--- src/rtl/riscv_pkg.sv ---
// ---------------------------------------------------------------------------
// riscv_pkg
// Shared definitions for the RISC-V core pipeline stages.
//   mem_state_e      : MEM-stage bus FSM encoding (IDLE=0, WAIT=1)
//   DEFAULT_TIMEOUT  : default bus timeout in request cycles
//   RESULT_SRC_*     : ResultSrc encoding (0 = ALU result, 1 = load data)
//   isMisaligned()   : word-access alignment check for memory ops
// ---------------------------------------------------------------------------
package riscv_pkg;

  typedef enum logic {
    IDLE = 1'b0,
    WAIT = 1'b1
  } mem_state_e;

  localparam int DEFAULT_TIMEOUT = 16;

  localparam logic RESULT_SRC_ALU = 1'b0;
  localparam logic RESULT_SRC_MEM = 1'b1;

  // Only word accesses exist in this core, so any non-zero low address bit
  // on a load or store is misaligned.
  function automatic logic isMisaligned(input logic memOp, input logic [1:0] lowBits);
    return memOp & (lowBits != 2'b00);
  endfunction

endpackage

--- src/rtl/memory_stage_if.sv ---
// ---------------------------------------------------------------------------
// memory_stage_if
// Data-memory req/ack bus between the MEM stage and the data memory.
//   mem_req   : access request (held until mem_ack or timeout)
//   mem_we    : 1 = store, 0 = load
//   mem_addr  : word-aligned byte address
//   mem_wdata : store data
//   mem_ack   : access complete; may assert in the request's first cycle
//   mem_rdata : load data, valid while mem_ack = 1
// master = pipeline side, slave = memory side.
// ---------------------------------------------------------------------------
interface memory_stage_if;

  logic        mem_req;
  logic        mem_we;
  logic [31:0] mem_addr;
  logic [31:0] mem_wdata;
  logic        mem_ack;
  logic [31:0] mem_rdata;

  modport master (
    output mem_req, mem_we, mem_addr, mem_wdata,
    input  mem_ack, mem_rdata
  );

  modport slave (
    input  mem_req, mem_we, mem_addr, mem_wdata,
    output mem_ack, mem_rdata
  );

endinterface

--- src/rtl/mem_wait_timer.sv ---
// ---------------------------------------------------------------------------
// mem_wait_timer
// Counts cycles spent waiting for a bus acknowledge and flags a timeout.
//   clk, rst : clock, asynchronous active-low reset
//   clear    : load the count with 1 (first request cycle has already passed)
//   enable   : advance the count by one
//   inWait   : FSM is in WAIT
//   ack      : bus acknowledge this cycle
//   tmo      : request cycle number TIMEOUT reached without an acknowledge
// ---------------------------------------------------------------------------
module mem_wait_timer
  import riscv_pkg::*;
#(
  parameter int TIMEOUT = DEFAULT_TIMEOUT
) (
  input  logic clk,
  input  logic rst,
  input  logic clear,
  input  logic enable,
  input  logic inWait,
  input  logic ack,
  output logic tmo
);

  localparam int CW = $clog2(TIMEOUT + 1);

  logic [CW-1:0] cnt;

  // NOTE: sequential state is written with non-blocking assignments so every
  // flop samples pre-edge values regardless of process evaluation order.
  always_ff @(posedge clk or negedge rst) begin
    if (!rst) begin
      cnt <= '0;
    end else if (clear) begin
      cnt <= CW'(1);
    end else if (enable && (cnt != CW'(TIMEOUT))) begin
      // Capped so a request stuck past the timeout cannot wrap the count.
      cnt <= cnt + CW'(1);
    end
  end

  // While in WAIT, cnt equals (request cycle number - 1).
  assign tmo = inWait & ~ack & (cnt == CW'(TIMEOUT - 1));

endmodule

--- src/rtl/memory_stage.sv ---
// ---------------------------------------------------------------------------
// memory_stage
// MEM stage of the 5-stage RISC-V pipeline. Issues data-memory accesses over
// a req/ack bus, stalls upstream while an access is outstanding, aborts on
// timeout and holds the MEM/WB pipeline register.
//   clk, rst         : clock, asynchronous active-low reset
//   memBus (master)  : data-memory req/ack bus
//   ALU_Result_M     : effective address / ALU result from EX/MEM
//   WriteDataM       : store data
//   PCPlus4M         : link value
//   RD_M             : destination register
//   RegWriteM, MemWriteM, ResultSrcM : control (ResultSrcM=1 means load)
//   StallM           : upstream stages must hold while 1
//   *_W              : MEM/WB register outputs
//   ResultW          : writeback/forwarding value
//   BusErr           : sticky, set on bus timeout
//   MisalignErr      : sticky, set when a misaligned load/store retires
//   StallCount       : saturating count of stalled cycles
// ---------------------------------------------------------------------------
module memory_stage
  import riscv_pkg::*;
#(
  parameter int TIMEOUT = DEFAULT_TIMEOUT,
  parameter int CNT_W   = 32
) (
  input  logic              clk,
  input  logic              rst,
  memory_stage_if.master    memBus,
  input  logic [31:0]       ALU_Result_M,
  input  logic [31:0]       WriteDataM,
  input  logic [31:0]       PCPlus4M,
  input  logic [4:0]        RD_M,
  input  logic              RegWriteM,
  input  logic              MemWriteM,
  input  logic              ResultSrcM,
  output logic              StallM,
  output logic [31:0]       ALU_Result_W,
  output logic [31:0]       ReadDataW,
  output logic [31:0]       PCPlus4W,
  output logic [4:0]        RD_W,
  output logic              RegWriteW,
  output logic              ResultSrcW,
  output logic [31:0]       ResultW,
  output logic              BusErr,
  output logic              MisalignErr,
  output logic [CNT_W-1:0]  StallCount
);

  mem_state_e state;
  mem_state_e stateNext;

  logic memOp;
  logic misal;
  logic memReq;
  logic ack;
  logic tmo;
  logic timerClear;
  logic timerEnable;

  // -------------------------------------------------------------------------
  // Request generation
  // -------------------------------------------------------------------------
  assign memOp = MemWriteM | ResultSrcM;
  assign misal = isMisaligned(memOp, ALU_Result_M[1:0]);
  // rst is folded in so the request drops the instant reset asserts, even
  // mid-access; the memory is expected to tolerate the withdrawal.
  assign memReq = memOp & ~misal & rst;
  assign ack    = memBus.mem_ack;

  assign memBus.mem_req   = memReq;
  assign memBus.mem_we    = MemWriteM;
  assign memBus.mem_addr  = ALU_Result_M;
  assign memBus.mem_wdata = WriteDataM;

  // A timed-out access stops stalling in its final cycle so the instruction
  // retires (as a bubble) on that edge.
  assign StallM = memReq & ~ack & ~tmo;

  // -------------------------------------------------------------------------
  // Bus FSM
  // -------------------------------------------------------------------------
  always_ff @(posedge clk or negedge rst) begin
    if (!rst) begin
      state <= IDLE;
    end else begin
      state <= stateNext;
    end
  end

  always_comb begin
    // NOTE: every output of this block gets a default first so no path
    // leaves a signal unassigned, which would otherwise infer a latch.
    stateNext   = state;
    timerClear  = 1'b0;
    timerEnable = 1'b0;
    case (state)
      IDLE: begin
        if (memReq && !ack) begin
          stateNext  = WAIT;
          timerClear = 1'b1;
        end
      end
      WAIT: begin
        timerEnable = ~ack;
        if (ack || tmo) begin
          stateNext = IDLE;
        end
      end
      default: stateNext = IDLE;
    endcase
  end

  mem_wait_timer #(
    .TIMEOUT (TIMEOUT)
  ) u_wait_timer (
    .clk    (clk),
    .rst    (rst),
    .clear  (timerClear),
    .enable (timerEnable),
    .inWait (state == WAIT),
    .ack    (ack),
    .tmo    (tmo)
  );

  // -------------------------------------------------------------------------
  // MEM/WB pipeline register
  // -------------------------------------------------------------------------
  always_ff @(posedge clk or negedge rst) begin
    if (!rst) begin
      ALU_Result_W <= '0;
      ReadDataW    <= '0;
      PCPlus4W     <= '0;
      RD_W         <= '0;
      RegWriteW    <= 1'b0;
      ResultSrcW   <= 1'b0;
    end else if (!StallM) begin
      ALU_Result_W <= ALU_Result_M;
      PCPlus4W     <= PCPlus4M;
      RD_W         <= RD_M;
      ResultSrcW   <= ResultSrcM;
      // Misaligned and timed-out instructions retire without a register write.
      RegWriteW    <= RegWriteM & ~misal & ~tmo;
      ReadDataW    <= (ResultSrcM & ack) ? memBus.mem_rdata : 32'h0;
    end else begin
      // Stalled: push a bubble into writeback, keep the data fields.
      RegWriteW    <= 1'b0;
    end
  end

  assign ResultW = (ResultSrcW == RESULT_SRC_MEM) ? ReadDataW : ALU_Result_W;

  // -------------------------------------------------------------------------
  // Sticky error flags and stall statistics
  // -------------------------------------------------------------------------
  always_ff @(posedge clk or negedge rst) begin
    if (!rst) begin
      BusErr      <= 1'b0;
      MisalignErr <= 1'b0;
      StallCount  <= '0;
    end else begin
      if (tmo) begin
        BusErr <= 1'b1;
      end
      if (misal && !StallM) begin
        MisalignErr <= 1'b1;
      end
      if (StallM && (StallCount != '1)) begin
        StallCount <= StallCount + CNT_W'(1);
      end
    end
  end

endmodule
--- src/flat_wrapper.sv ---
// flat-port wrapper written by rule: the top's interface ports become plain ports
module memory_stage_flat import riscv_pkg::*;
#(
  parameter int TIMEOUT = DEFAULT_TIMEOUT,
  parameter int CNT_W   = 32
)
  (clk, rst, ALU_Result_M, WriteDataM, PCPlus4M, RD_M, RegWriteM, MemWriteM, ResultSrcM, StallM, ALU_Result_W, ReadDataW, PCPlus4W, RD_W, RegWriteW, ResultSrcW, ResultW, BusErr, MisalignErr, StallCount, memBus_mem_req, memBus_mem_we, memBus_mem_addr, memBus_mem_wdata, memBus_mem_ack, memBus_mem_rdata);
  memory_stage_if memBus_i ();
  input  logic clk;
  input  logic rst;
  input  logic [31:0] ALU_Result_M;
  input  logic [31:0] WriteDataM;
  input  logic [31:0] PCPlus4M;
  input  logic [4:0] RD_M;
  input  logic RegWriteM;
  input  logic MemWriteM;
  input  logic ResultSrcM;
  output logic StallM;
  output logic [31:0] ALU_Result_W;
  output logic [31:0] ReadDataW;
  output logic [31:0] PCPlus4W;
  output logic [4:0] RD_W;
  output logic RegWriteW;
  output logic ResultSrcW;
  output logic [31:0] ResultW;
  output logic BusErr;
  output logic MisalignErr;
  output logic [CNT_W-1:0] StallCount;
  output wire logic [$bits(memBus_i.mem_req)-1:0] memBus_mem_req;
  output wire logic [$bits(memBus_i.mem_we)-1:0] memBus_mem_we;
  output wire logic [$bits(memBus_i.mem_addr)-1:0] memBus_mem_addr;
  output wire logic [$bits(memBus_i.mem_wdata)-1:0] memBus_mem_wdata;
  input wire logic [$bits(memBus_i.mem_ack)-1:0] memBus_mem_ack;
  input wire logic [$bits(memBus_i.mem_rdata)-1:0] memBus_mem_rdata;
  assign memBus_mem_req = memBus_i.mem_req;
  assign memBus_mem_we = memBus_i.mem_we;
  assign memBus_mem_addr = memBus_i.mem_addr;
  assign memBus_mem_wdata = memBus_i.mem_wdata;
  assign memBus_i.mem_ack = memBus_mem_ack;
  assign memBus_i.mem_rdata = memBus_mem_rdata;
  memory_stage #(.TIMEOUT(TIMEOUT), .CNT_W(CNT_W)) u_core (.clk(clk), .rst(rst), .memBus(memBus_i), .ALU_Result_M(ALU_Result_M), .WriteDataM(WriteDataM), .PCPlus4M(PCPlus4M), .RD_M(RD_M), .RegWriteM(RegWriteM), .MemWriteM(MemWriteM), .ResultSrcM(ResultSrcM), .StallM(StallM), .ALU_Result_W(ALU_Result_W), .ReadDataW(ReadDataW), .PCPlus4W(PCPlus4W), .RD_W(RD_W), .RegWriteW(RegWriteW), .ResultSrcW(ResultSrcW), .ResultW(ResultW), .BusErr(BusErr), .MisalignErr(MisalignErr), .StallCount(StallCount));
endmodule
--- config.mk ---
export PLATFORM = sky130hd
export DESIGN_NAME = memory_stage_flat
export DESIGN_NICKNAME = d
export VERILOG_FILES = /design/src/rtl/riscv_pkg.sv /design/src/rtl/memory_stage_if.sv /design/src/rtl/mem_wait_timer.sv /design/src/rtl/memory_stage.sv /design/src/flat_wrapper.sv
export SDC_FILE = /design/constraint.sdc
export NUM_CORES = 1
export LEC_CHECK = 0
export CAP_MARGIN = 0
export CORE_MARGIN = 2
export CORE_UTILIZATION = 25
export CTS_CLUSTER_SIZE = 10
export DETAILED_ROUTE_END_ITERATION = 12
export PLACE_DENSITY_LB_ADDON = 0.15
export SYNTH_ARGS = -nofsm -noshare
export SYNTH_HDL_FRONTEND = slang
export SYNTH_HIERARCHICAL = 1
export SYNTH_SLANG_ARGS = --single-unit
--- constraint.sdc ---
create_clock -name clk -period 4.4 [get_ports clk]
set_input_delay 1.32 -clock clk [delete_from_list [all_inputs] [get_ports clk]]
set_output_delay 1.32 -clock clk [all_outputs]
set_load 0.01 [all_outputs]
Yosys cells after proc, flatten, opt, wreduce, memory -nomap -nowiden:

Cells that the tools add are included.

* bits in registers: 143
* bits in latches: 0
* memory bits (writable): 0
* ROM bits: 0
* input bits: 139
* output and inout bits: 236
* memories: 0

* add/subtract/negate cells: 2
* multiply operators: 0
* div/mod/pow operators: 0
* $lt $le $gt $ge: 0
* equality and inequality tests: 3
* shift operators: 0
* muxes and demuxes: 10
* bitwise operators: 15
* reductions and logical operators: 9

Operators with widths (count)
* two-way mux 32 bit: 2
* adder 32 x 1 -> 32 bit (second input constant): 1
* != test 32 bit (second input constant): 1
* AND 1 bit: 10
* two-way mux 5 bit: 2
* adder 5 x 1 -> 5 bit (second input constant): 1
* equality test 5 x 4 -> 1 bit (second input constant): 1
* two-way mux 1 bit: 5
* != test 5 bit (second input constant): 1
* logical AND 1 bit: 4
* NOT 1 bit: 4
* nonzero test 2 bit: 2
* zero test 1 bit: 2
* one-hot mux 1 bit (2 select lines): 1
* logical OR 1 bit: 1
* OR 1 bit: 1

Logic depth before layout (Yosys ltp):

* depth in word-level cells: 9
* gate-level depth with buffers: 12

Cells and area by module:

Netlist, hierarchy kept.

Modules (own cells, without submodules)
* memory_stage: times used 1, cells each 467, area each 6237.2 µm²
* mem_wait_timer: times used 1, cells each 32, area each 300.3 µm²

Worst setup path before layout:

OpenSTA, ideal clock, no wires.

* path type: input port to output port
* start point: in memBus_mem_ack
* end point: out StallM
* arrival time: 2.677 ns
* required time: 3.080 ns
* path slack: 0.403 ns
* stages on the path: 5
* cell sequence: or4b_1 -> or2_1 -> buf_2 -> inv_2 -> buf_1

* cells in the longest elaborated chain, start to end: 5
* elaborated cells between the ends (all ways): 6

Ends and longest elaborated chain
* from (decl): line flat_wrapper.sv:33 `input wire logic [$bits(memBus_i.mem_ack)-1:0] memBus_mem_ack;`
* NOT 1 bit (*): line mem_wait_timer.sv:43, memory_stage.sv:77
* AND 1 bit (2 in series): line mem_wait_timer.sv:43 `assign tmo = inWait & ~ack & (cnt == CW'(TIMEOUT - 1));`
* NOT 1 bit: line memory_stage.sv:77 `assign StallM = memReq & ~ack & ~tmo;`
* AND 1 bit (*): line memory_stage.sv:77
* to (decl): line flat_wrapper.sv:18 `output logic StallM;`

Mark *: on every way between the ends. The rest lies on a longest branch, timed or not.

Worst setup path after layout:

Same ends and word-level chain as after synthesis.

==> results.md <==
- Vias in the first global route: 5,097
- Post-route cell area: 10,100 um2
- CTS tree: done
- Share of Yosys cell area claimed by the top area cell type: 54.7%
- Seq cells post-synth: 143
- Reg area: 3580 um2
- N_diodes: 0
- Final hold slack: 0.468 ns
- Cell Rows: 59
- Yosys cell types: 40
- CTS Buf Count: 17
- CP Max Fanout: 2
- Min-delay worst type: flip-flop to flip-flop
- Met1 Use GR: 17.9%
- Avg Cell Area, Syn: 13.1 um2
- Reg power frac: 42.7%
- Worst r2r src: u_core/u_wait_timer/cnt[0]
- Layout fillers: 2,497
- Routed vias: 4,846
- Final critical-path required period: 4.32 ns
- Tot Pwr: 3.47 mW
- Worst slack at placement: -0.249 ns
- Ports: 375
- Outcome: complete, no violations
- Clock Power Share: 40.0%
- Root buffer cell: clkbuf_16
- Busiest layer in global routing: met2
- Final core occ: 39.3%
- Switching Fraction: 27.2%
- Initial antenna violation count: 1
- Sink Count: 143
- Synth cell count leaders: dfrtp_1 (143), mux2_2 (87), buf_4 (65)
- Clock Skew: 0.0202 ns
- Hold path startpoint: u_core/BusErr
- Cells after DPL: 1,069
- First-pass GRT wire length: 31.5 mm
- Antenna-violating nets left: 0
- I/O Buffers: 310
- Ys async rst share: 100%
- Sw Pwr: 0.942 mW
- M3 GR Usage: 4.32%
- Initial Util: 25.3%
- Share of cells above drive strength 1: 18.5%
- Final worst slack: 0.0826 ns
- Worst slew pin tran: 0.925 ns
- Skew-Pair Late Insertion Delay: 0.43 ns
- YS warnings: 6
- Final setup TNS: 0 ns
- Req. time, crit path: 3.08 ns
- CP endpoint kind: primary output
- Critical Path Start Type: primary input
- Buffer depth of the longest clock path: 2
- CTS clk-pin slew, worst paths: 0.06 ns
- Fin. max-slew vios: 0
- Final hold violation count: 0
- RSZ-0062 raised after global routing: false
- NumNets Final: 896
- P&R area growth vs syn: 55.2%
- DRT Pass-1 Iters: 4
- Worst VDD drop: 0.231 mV
- Part of the power in combinational logic: 17.4%
- Largest net degree at the start of global routing: 145
- Post-DR wirelength/cell: 18.3 um
- Count of maximum capacitance violations: 0
- Syn_nets: 642
- Core ar.: 25,800 um2
- Initial drt markers: 206
- Lkg Pwr: 4.21 nW
- Routability cong.: 0.760
- H-tree Lvls: 4
- Top cells by area, synth: dfrtp_1 (55%), mux2_2 (15%), buf_4 (7.5%), a22o_1 (4.3%), xnor2_1 (3.5%)
- PD cells: 342 nW/um2
- Ys flop type: dfrtp_1
- Post-Syn Instances: 499
- Share of the clock period used by the worst path: 98.1%
- CP arrival: 3.00 ns
- GRT Total Usage: 14.7%
- Die Ht: 166 um
- DRC: 0
- Post-Route WL: 20.2 mm
- Synthesized cell area: 6540 um2
- Vias per cell: 4.40
- Pint: 2.52 mW
- Critical path class: primary input to primary output
- Max_slew headroom: 38.3%
- Layout Cells excl Fill: 1,101
- Cell Area, Placed: 9590 um2
- Hpwl dp: 14.9 mm
- Beginning of the critical path: memBus_mem_ack
- Setup violators final: 0
- Area of the multi-input gates: 2360 um2
- Seq/Total Area, Yosys: 54.7%
- Post-synth EDFFs: 0
- Die area: 27,500 um2
- GRT met2 Usage: 25.4%
- Fmax: 232 MHz
- Die X: 166 um
- Top-count cell post-synth: dfrtp_1
- Hold buffers post-CTS: 0
- Grt ovf: 0
- Biggest area consumer among synthesized cells: dfrtp_1
==> cells in the final DEF (no fill, tap or decap), types with 3 or more instances in the layout <==
cell type / synthesis / layout
ha_1: 4 / 4
and4_1: 10 / 10
dfrtp_1: 143 / 143
nand2b_1: 3 / 3
mux2_2: 87 / 87
a21o_1: 3 / 3
and2_1: 3 / 3
a22o_1: 32 / 32
inv_6: 0 / 4
xor2_1: 6 / 6
buf_4: 65 / 11
inv_1: 5 / 5
or2_2: 2 / 3
inv_8: 0 / 3
xnor2_1: 26 / 26
nor2_1: 8 / 8
mux2_1: 13 / 13
nand2_1: 13 / 13
clkdlybuf4s50_1: 0 / 308
nand4_1: 16 / 16
clkinv_4: 0 / 4
and3_1: 8 / 8
nand3_1: 9 / 9
clkbuf_16: 0 / 17
==> power groups by stage <==
| stage | combinational, mW | clock, mW | sequential [mW] |
|---|---|---|---|
| global route | 0.650 | 1.51 | 1.49 |
| detailed placement | 0.610 | 0 | 1.50 |
| floorplan | 0.236 | 0 | 1.52 |
| global placement | 0.604 | 0 | 1.50 |
| finish | 0.602 | 1.39 | 1.48 |
| CTS | 0.613 | 1.44 | 1.48 |
==> layout make-up <==
type | instances | share of cell area [%]
Inverter | 6 | 0.222
Clock inverter | 14 | 1.22
Tap cell | 335 | 4.13
Multi-Input combinational cell | 263 | 23.2
Timing Repair Buffer | 322 | 31.6
Sequential cell | 143 | 35.3
Clock buffer | 18 | 4.33
==> state kept, by name, summed over array words and instances (netlist names), 5 cells and up <==
name                     flops
u_core/ALU_Result_W         32
u_core/ReadDataW            32
u_core/RD_W                  5
u_core/u_wait_timer/cnt      5
u_core/PCPlus4W             32
u_core/StallCount           32
==> final timing paths <==
check	endpoint	slack, ns	depth (start not counted)
max in group asynchronous	u_core/ReadDataW[6]	2.70	2
hold / removal	u_core/BusErr	0.47	1
setup / recovery	StallM	0.08	5
setup reg to reg	u_core/PCPlus4W[19]	1.44	10
min in group asynchronous	u_core/ReadDataW[24]	1.03	2
hold reg to reg	u_core/BusErr	0.47	1
==> worst max-delay path: stages <==
cell             delay [ns]
clkdlybuf4s50_1        0.42
or4b_1                 0.56
or2_2                  0.34
inv_2                  0.08
clkdlybuf4s15_1        0.28
==> logic make-up after synthesis <==
logic type / synth area share (%)
buffers and inverters: 9.19
DFF: 54.7
muxes: 17.5
xor gates and xnor gates: 4.29
adders and majority gates: 0.766
and+or+nand+nor: 7.29
AOI/OAI and AO/OA: 6.20
==> what timing repair did <==
action | in CTS | in global routing
resized for setup | 1 | 1
buffers inserted | 0 | 0
endpoints found under the setup margin | 1 | 1
endpoints found under the hold margin | 0 | 0
==> metal layers <==
layer,routed length (um),up-vias
met5,0,-
met4,287,0
met3,1090,18
met2,10400,203
met1,8350,2399
li1,-,2226
No activity file was read; power rests on OpenSTA's default activity.
==> RTL edit 1: new RTL, same settings <==
`CNT_W` is set to 32 in 2 places; all go to 36.
--- a/src/rtl/memory_stage.sv
+++ b/src/rtl/memory_stage.sv
@@ -22,5 +22,5 @@
 #(
   parameter int TIMEOUT = DEFAULT_TIMEOUT,
-  parameter int CNT_W   = 32
+  parameter int CNT_W   = 36
 ) (
   input  logic              clk,
--- a/src/flat_wrapper.sv
+++ b/src/flat_wrapper.sv
@@ -3,5 +3,5 @@
 #(
   parameter int TIMEOUT = DEFAULT_TIMEOUT,
-  parameter int CNT_W   = 32
+  parameter int CNT_W   = 36
 )
   (clk, rst, ALU_Result_M, WriteDataM, PCPlus4M, RD_M, RegWriteM, MemWriteM, ResultSrcM, StallM, ALU_Result_W, ReadDataW, PCPlus4W, RD_W, RegWriteW, ResultSrcW, ResultW, BusErr, MisalignErr, StallCount, memBus_mem_req, memBus_mem_we, memBus_mem_addr, memBus_mem_wdata, memBus_mem_ack, memBus_mem_rdata);
Ports: changed (resized StallCount); port bits go from 375 to 379. The function was not compared with the original's and may differ.
==> RTL edit 1 against the unedited design <==
Cell count increased by 18%. Sequential cell count grew 4. Power up 7.8%. Setup slack better by 0.13 ns. Die area up 4.9%. Cell area rose by 4.3%. Wire length up 13%. First-iteration DRC count increased by 49%. Area after synthesis rose by 5.0%. Utilization is essentially flat.
==> RTL edit 1: results (changes against the unedited design) <==
Mapped Cells - 689 (+38%)
gp weighted congestion - 0.7475 (-1.6%)
DRT Wirelength - 22890 µm (+13%)
M1 WL - 9954 µm (+19%)
sequential fraction of the synthesis area - 53.59% (-1.1 points)
met2 WL - 10940 µm (+4.7%)
leakage - 4.667 nW (+11%)
post-DP HPWL - 16430 µm (+11%)
status - completed
PD cells - 352.8 nW/µm² (+3.3%)
top sig layer - met5
share of layout cells above drive strength 1 - 9.129% (-9.4 points)
port bufs - 314 (+1.3%)
first-pass GRT wire length - 34620 µm (+10%)
Clock Skews - 0.01262 ns (-0.007587 ns)
syn_nets - 832 (+30%)
maximum vdd drop - 0.0002013 V (-13%)
Synth area leaders - dfrtp_1 (54%), nand2_1 (12%), buf_4 (7.1%)
slew of the pin with the lowest slew margin - 1.019 ns (+0.09360 ns)
Post-DP Area - 9948 µm² (+3.8%)
post-CTS resize count - 0 (-1)
Via-to-Cell Ratio - 4.416 (+0.33%)
post-synthesis cell type count - 41 (+2.5%)
fin nets - 1084 (+21%)
Avg WL per Cell - 17.69 µm (-3.4%)
largest net degree at the start of global routing - 72 (-50%)
Total GRT Usage - 15.77% (+1.1 points)
==> RTL edit 1: worst max path at each step <==
stage	to	slack, ns	cells past startpoint
finish	StallM	0.21	6
global route	StallM	0.15	6
CTS	StallM	0.21	6
detailed placement	StallM	0.21	6
global placement	StallM	0.19	6
floorplan	StallM	0.81	4
==> RTL edit 1: metrics by stage <==
stage,utilization [%],setup WS (ns),hold WS (ns)
2_1_floorplan,-,0.8055,0.5041
4_1_cts,39.28,0.2084,0.4683
3_5_place_dp,36.91,0.2106,0.4547
5_1_grt,39.28,0.1453,0.4863
6_report,39.28,0.2112,0.4640
3_3_place_gp,36.91,0.1899,0.4480
==> RTL edit 1: cell families (layout without fill, tap and decap cells) <==
family | count (synthesis) | after routing | synth area share (%)
simple gates | 320 | 320 | 20.45
flops | 147 | 147 | 53.59
buf+inv | 104 | 368 | 9.351
compound gates | 44 | 44 | 5.669
mux | 36 | 36 | 5.870
xor+xnor | 34 | 34 | 4.338
fa+ha+maj | 4 | 4 | 0.7292
==> RTL edit 1: metal layers <==
| metal | up-vias | GRT usage, % |
|---|---|---|
| met1 | 2718 | 20.27 |
| met3 | 28 | 5.061 |
| li1 | 2737 | - |
| met5 | - | 0 |
| met4 | 2 | 4.274 |
| met2 | 229 | 25.55 |
==> RTL edit 1: critical path: stages <==
cell and delay [ns]:
clkdlybuf4s50_1 0.53, nor2_1 0.09, nor2_1 0.17, o2111ai_4 0.16, inv_4 0.08, clkdlybuf4s50_1 0.53
==> RTL edit 1: cell type report <==
cell class | count | share of cell area (%)
flip-flops and latches | 147 | 34.75
repair buffers | 327 | 30.62
multi-input cells | 438 | 24.19
clock buffers | 19 | 4.089
well taps | 341 | 4.030
clock inverters | 12 | 1.938
inverters | 10 | 0.3782
==> RTL edit 2: new RTL, same settings <==
Without the edit above. Reset style: synchronous (`rst`), changed in 4 clocked blocks. Comments in the files are not updated.
--- a/src/rtl/mem_wait_timer.sv
+++ b/src/rtl/mem_wait_timer.sv
@@ -29,5 +29,5 @@
   // NOTE: sequential state is written with non-blocking assignments so every
   // flop samples pre-edge values regardless of process evaluation order.
-  always_ff @(posedge clk or negedge rst) begin
+  always_ff @(posedge clk) begin
     if (!rst) begin
       cnt <= '0;
--- a/src/rtl/memory_stage.sv
+++ b/src/rtl/memory_stage.sv
@@ -80,5 +80,5 @@
   // Bus FSM
   // -------------------------------------------------------------------------
-  always_ff @(posedge clk or negedge rst) begin
+  always_ff @(posedge clk) begin
     if (!rst) begin
       state <= IDLE;
@@ -126,5 +126,5 @@
   // MEM/WB pipeline register
   // -------------------------------------------------------------------------
-  always_ff @(posedge clk or negedge rst) begin
+  always_ff @(posedge clk) begin
     if (!rst) begin
       ALU_Result_W <= '0;
@@ -153,5 +153,5 @@
   // Sticky error flags and stall statistics
   // -------------------------------------------------------------------------
-  always_ff @(posedge clk or negedge rst) begin
+  always_ff @(posedge clk) begin
     if (!rst) begin
       BusErr      <= 1'b0;
Formal check against the unedited RTL: differs if rst is asserted again (counterexample within 4 cycles, from zero or initial values and one cycle with rst low); with rst held inactive, the same outputs for 4 cycles.
==> RTL edit 2 against the unedited design <==
Cell area is 1.6% lower. Setup slack better by 0.15 ns. Power decreased by 4.5%. Register-to-register slack lost 0.14 ns. Area after synthesis is 0.96% lower. Clock skew shrank 0.0078 ns. Wire length up 14%. Combinational power is 25% lower. Via count is 26% higher. Synthesized cell count increased by 54%. Sequential cell count unchanged. Count of clock-buffer cells in the layout is the same. Sequential share of layout area is 6.6 points lower. Critical path type unchanged. Critical endpoint is now memBus_mem_req. Largest cell class is now buffers. Highest routed layer is now met5.
==> RTL edit 2: results (changes against the unedited design) <==
Slew Limit Headroom - 38.68% (+0.35 points)
global routing usage on met1 - 19.79% (+1.9 points)
reg2reg start - u_core/u_wait_timer/cnt[0]$_SDFFE_PN0P_
Place WS - -0.008551 ns (+0.2407 ns)
WP data arrival - 2.85 ns (-0.15 ns)
R2R depth - 13 (+3)
status - completed
crit path to - memBus_mem_req
Post-DP Area - 9393 µm² (-2.0%)
Main synth FF type - dfxtp_1
post-synthesis cell type count - 53 (+33%)
FILL cells - 2609 (+4.5%)
number of global-route vias before repair - 5715 (+12%)
Initial DRC Count - 322 (+56%)
hold_sp - u_core/PCPlus4W[9]$_SDFFE_PN0N_
reg-to-reg slack, setup - 1.30 ns (-0.14 ns)
R2R Path End - u_core/StallCount[5]$_SDFFE_PN0P_
top sig layer - met5
gp weighted congestion - 0.7388 (-2.7%)
M1 WL - 9700 µm (+16%)
share of layout cells above drive strength 1 - 10.37% (-8.2 points)
Int Pwr - 2.473 mW (-2.0%)
Synth top cells by count - nand2_1 (160), dfxtp_1 (143), a21oi_1 (92)
sequential fraction of the synthesis area - 44.21% (-11 points)
via count - 6092 (+26%)
largest net degree at the start of global routing - 79 (-46%)
Crit. Startpoint - ALU_Result_M[0]
Worst Hold Depth - 2 (+1)
met2 WL - 11590 µm (+11%)
Async SR Flop Fraction - 0% (-100 points)
syn_nets - 910 (+42%)
Final period util - 94.75% (-3.4 points)
global-route met3 utilization - 3.993% (-0.33 points)
Avg WL per Cell - 17.14 µm (-6.5%)
Synth area leaders - dfxtp_1 (44%), nand2_1 (9.3%), buf_4 (7.7%)
leakage - 3.662 nW (-13%)
==> RTL edit 2: cell types whose count changed after synthesis, moves of 45 or more <==
cell and change:
a21oi_1 +91, dfrtp_1 -143, dfxtp_1 +143, mux2_2 -55, nand2_1 +147, nor2_1 +45
==> RTL edit 2: final cells by class <==
type,count,area [µm²],area share [%]
Clock buffer,18,439.2,4.396
Timing Repair Buffer,326,3222,32.25
Inverter,9,38.79,0.3882
Antenna cell,1,2.502,0.02505
Clock inverter,14,157.7,1.578
Multi-Input combinational cell,503,2854,28.57
Sequential cell,143,2864,28.67
Tap cell,330,412.9,4.133
==> RTL edit 2: worst max-delay path: stages <==
cell	delay (ns)
clkdlybuf4s50_1	0.44
buf_4	0.16
nor4_1	0.33
clkdlybuf4s50_1	0.60
==> RTL edit 2: logic make-up after synthesis <==
group | Yosys count | synth area share [%]
compound gates | 156 | 14.34
xor+xnor | 3 | 0.4059
fa+ha+maj | 4 | 0.7730
buf+inv | 121 | 11.71
flops | 143 | 44.21
mux | 37 | 6.338
simple gates | 303 | 22.22
==> RTL edit 2: through the flow <==
step / hold WS, ns / setup TNS, ns
after CTS: 0.4510 / 0
after global placement: 0.4380 / 0
final: 0.4498 / 0
after detailed placement: 0.4424 / -0.008551
after floorplan: 0.4761 / 0
after global routing: 0.4704 / 0
==> RTL edit 2: power groups by stage <==
| stage | sequential [mW] | combinational, mW | clock [mW] |
|---|---|---|---|
| 2_1_floorplan | 1.42 | 0.187 | 0 |
| 3_3_place_gp | 1.41 | 0.461 | 0 |
| 3_5_place_dp | 1.41 | 0.461 | 0 |
| 4_1_cts | 1.38 | 0.463 | 1.52 |
| 5_1_grt | 1.38 | 0.489 | 1.58 |
| 6_report | 1.38 | 0.454 | 1.48 |
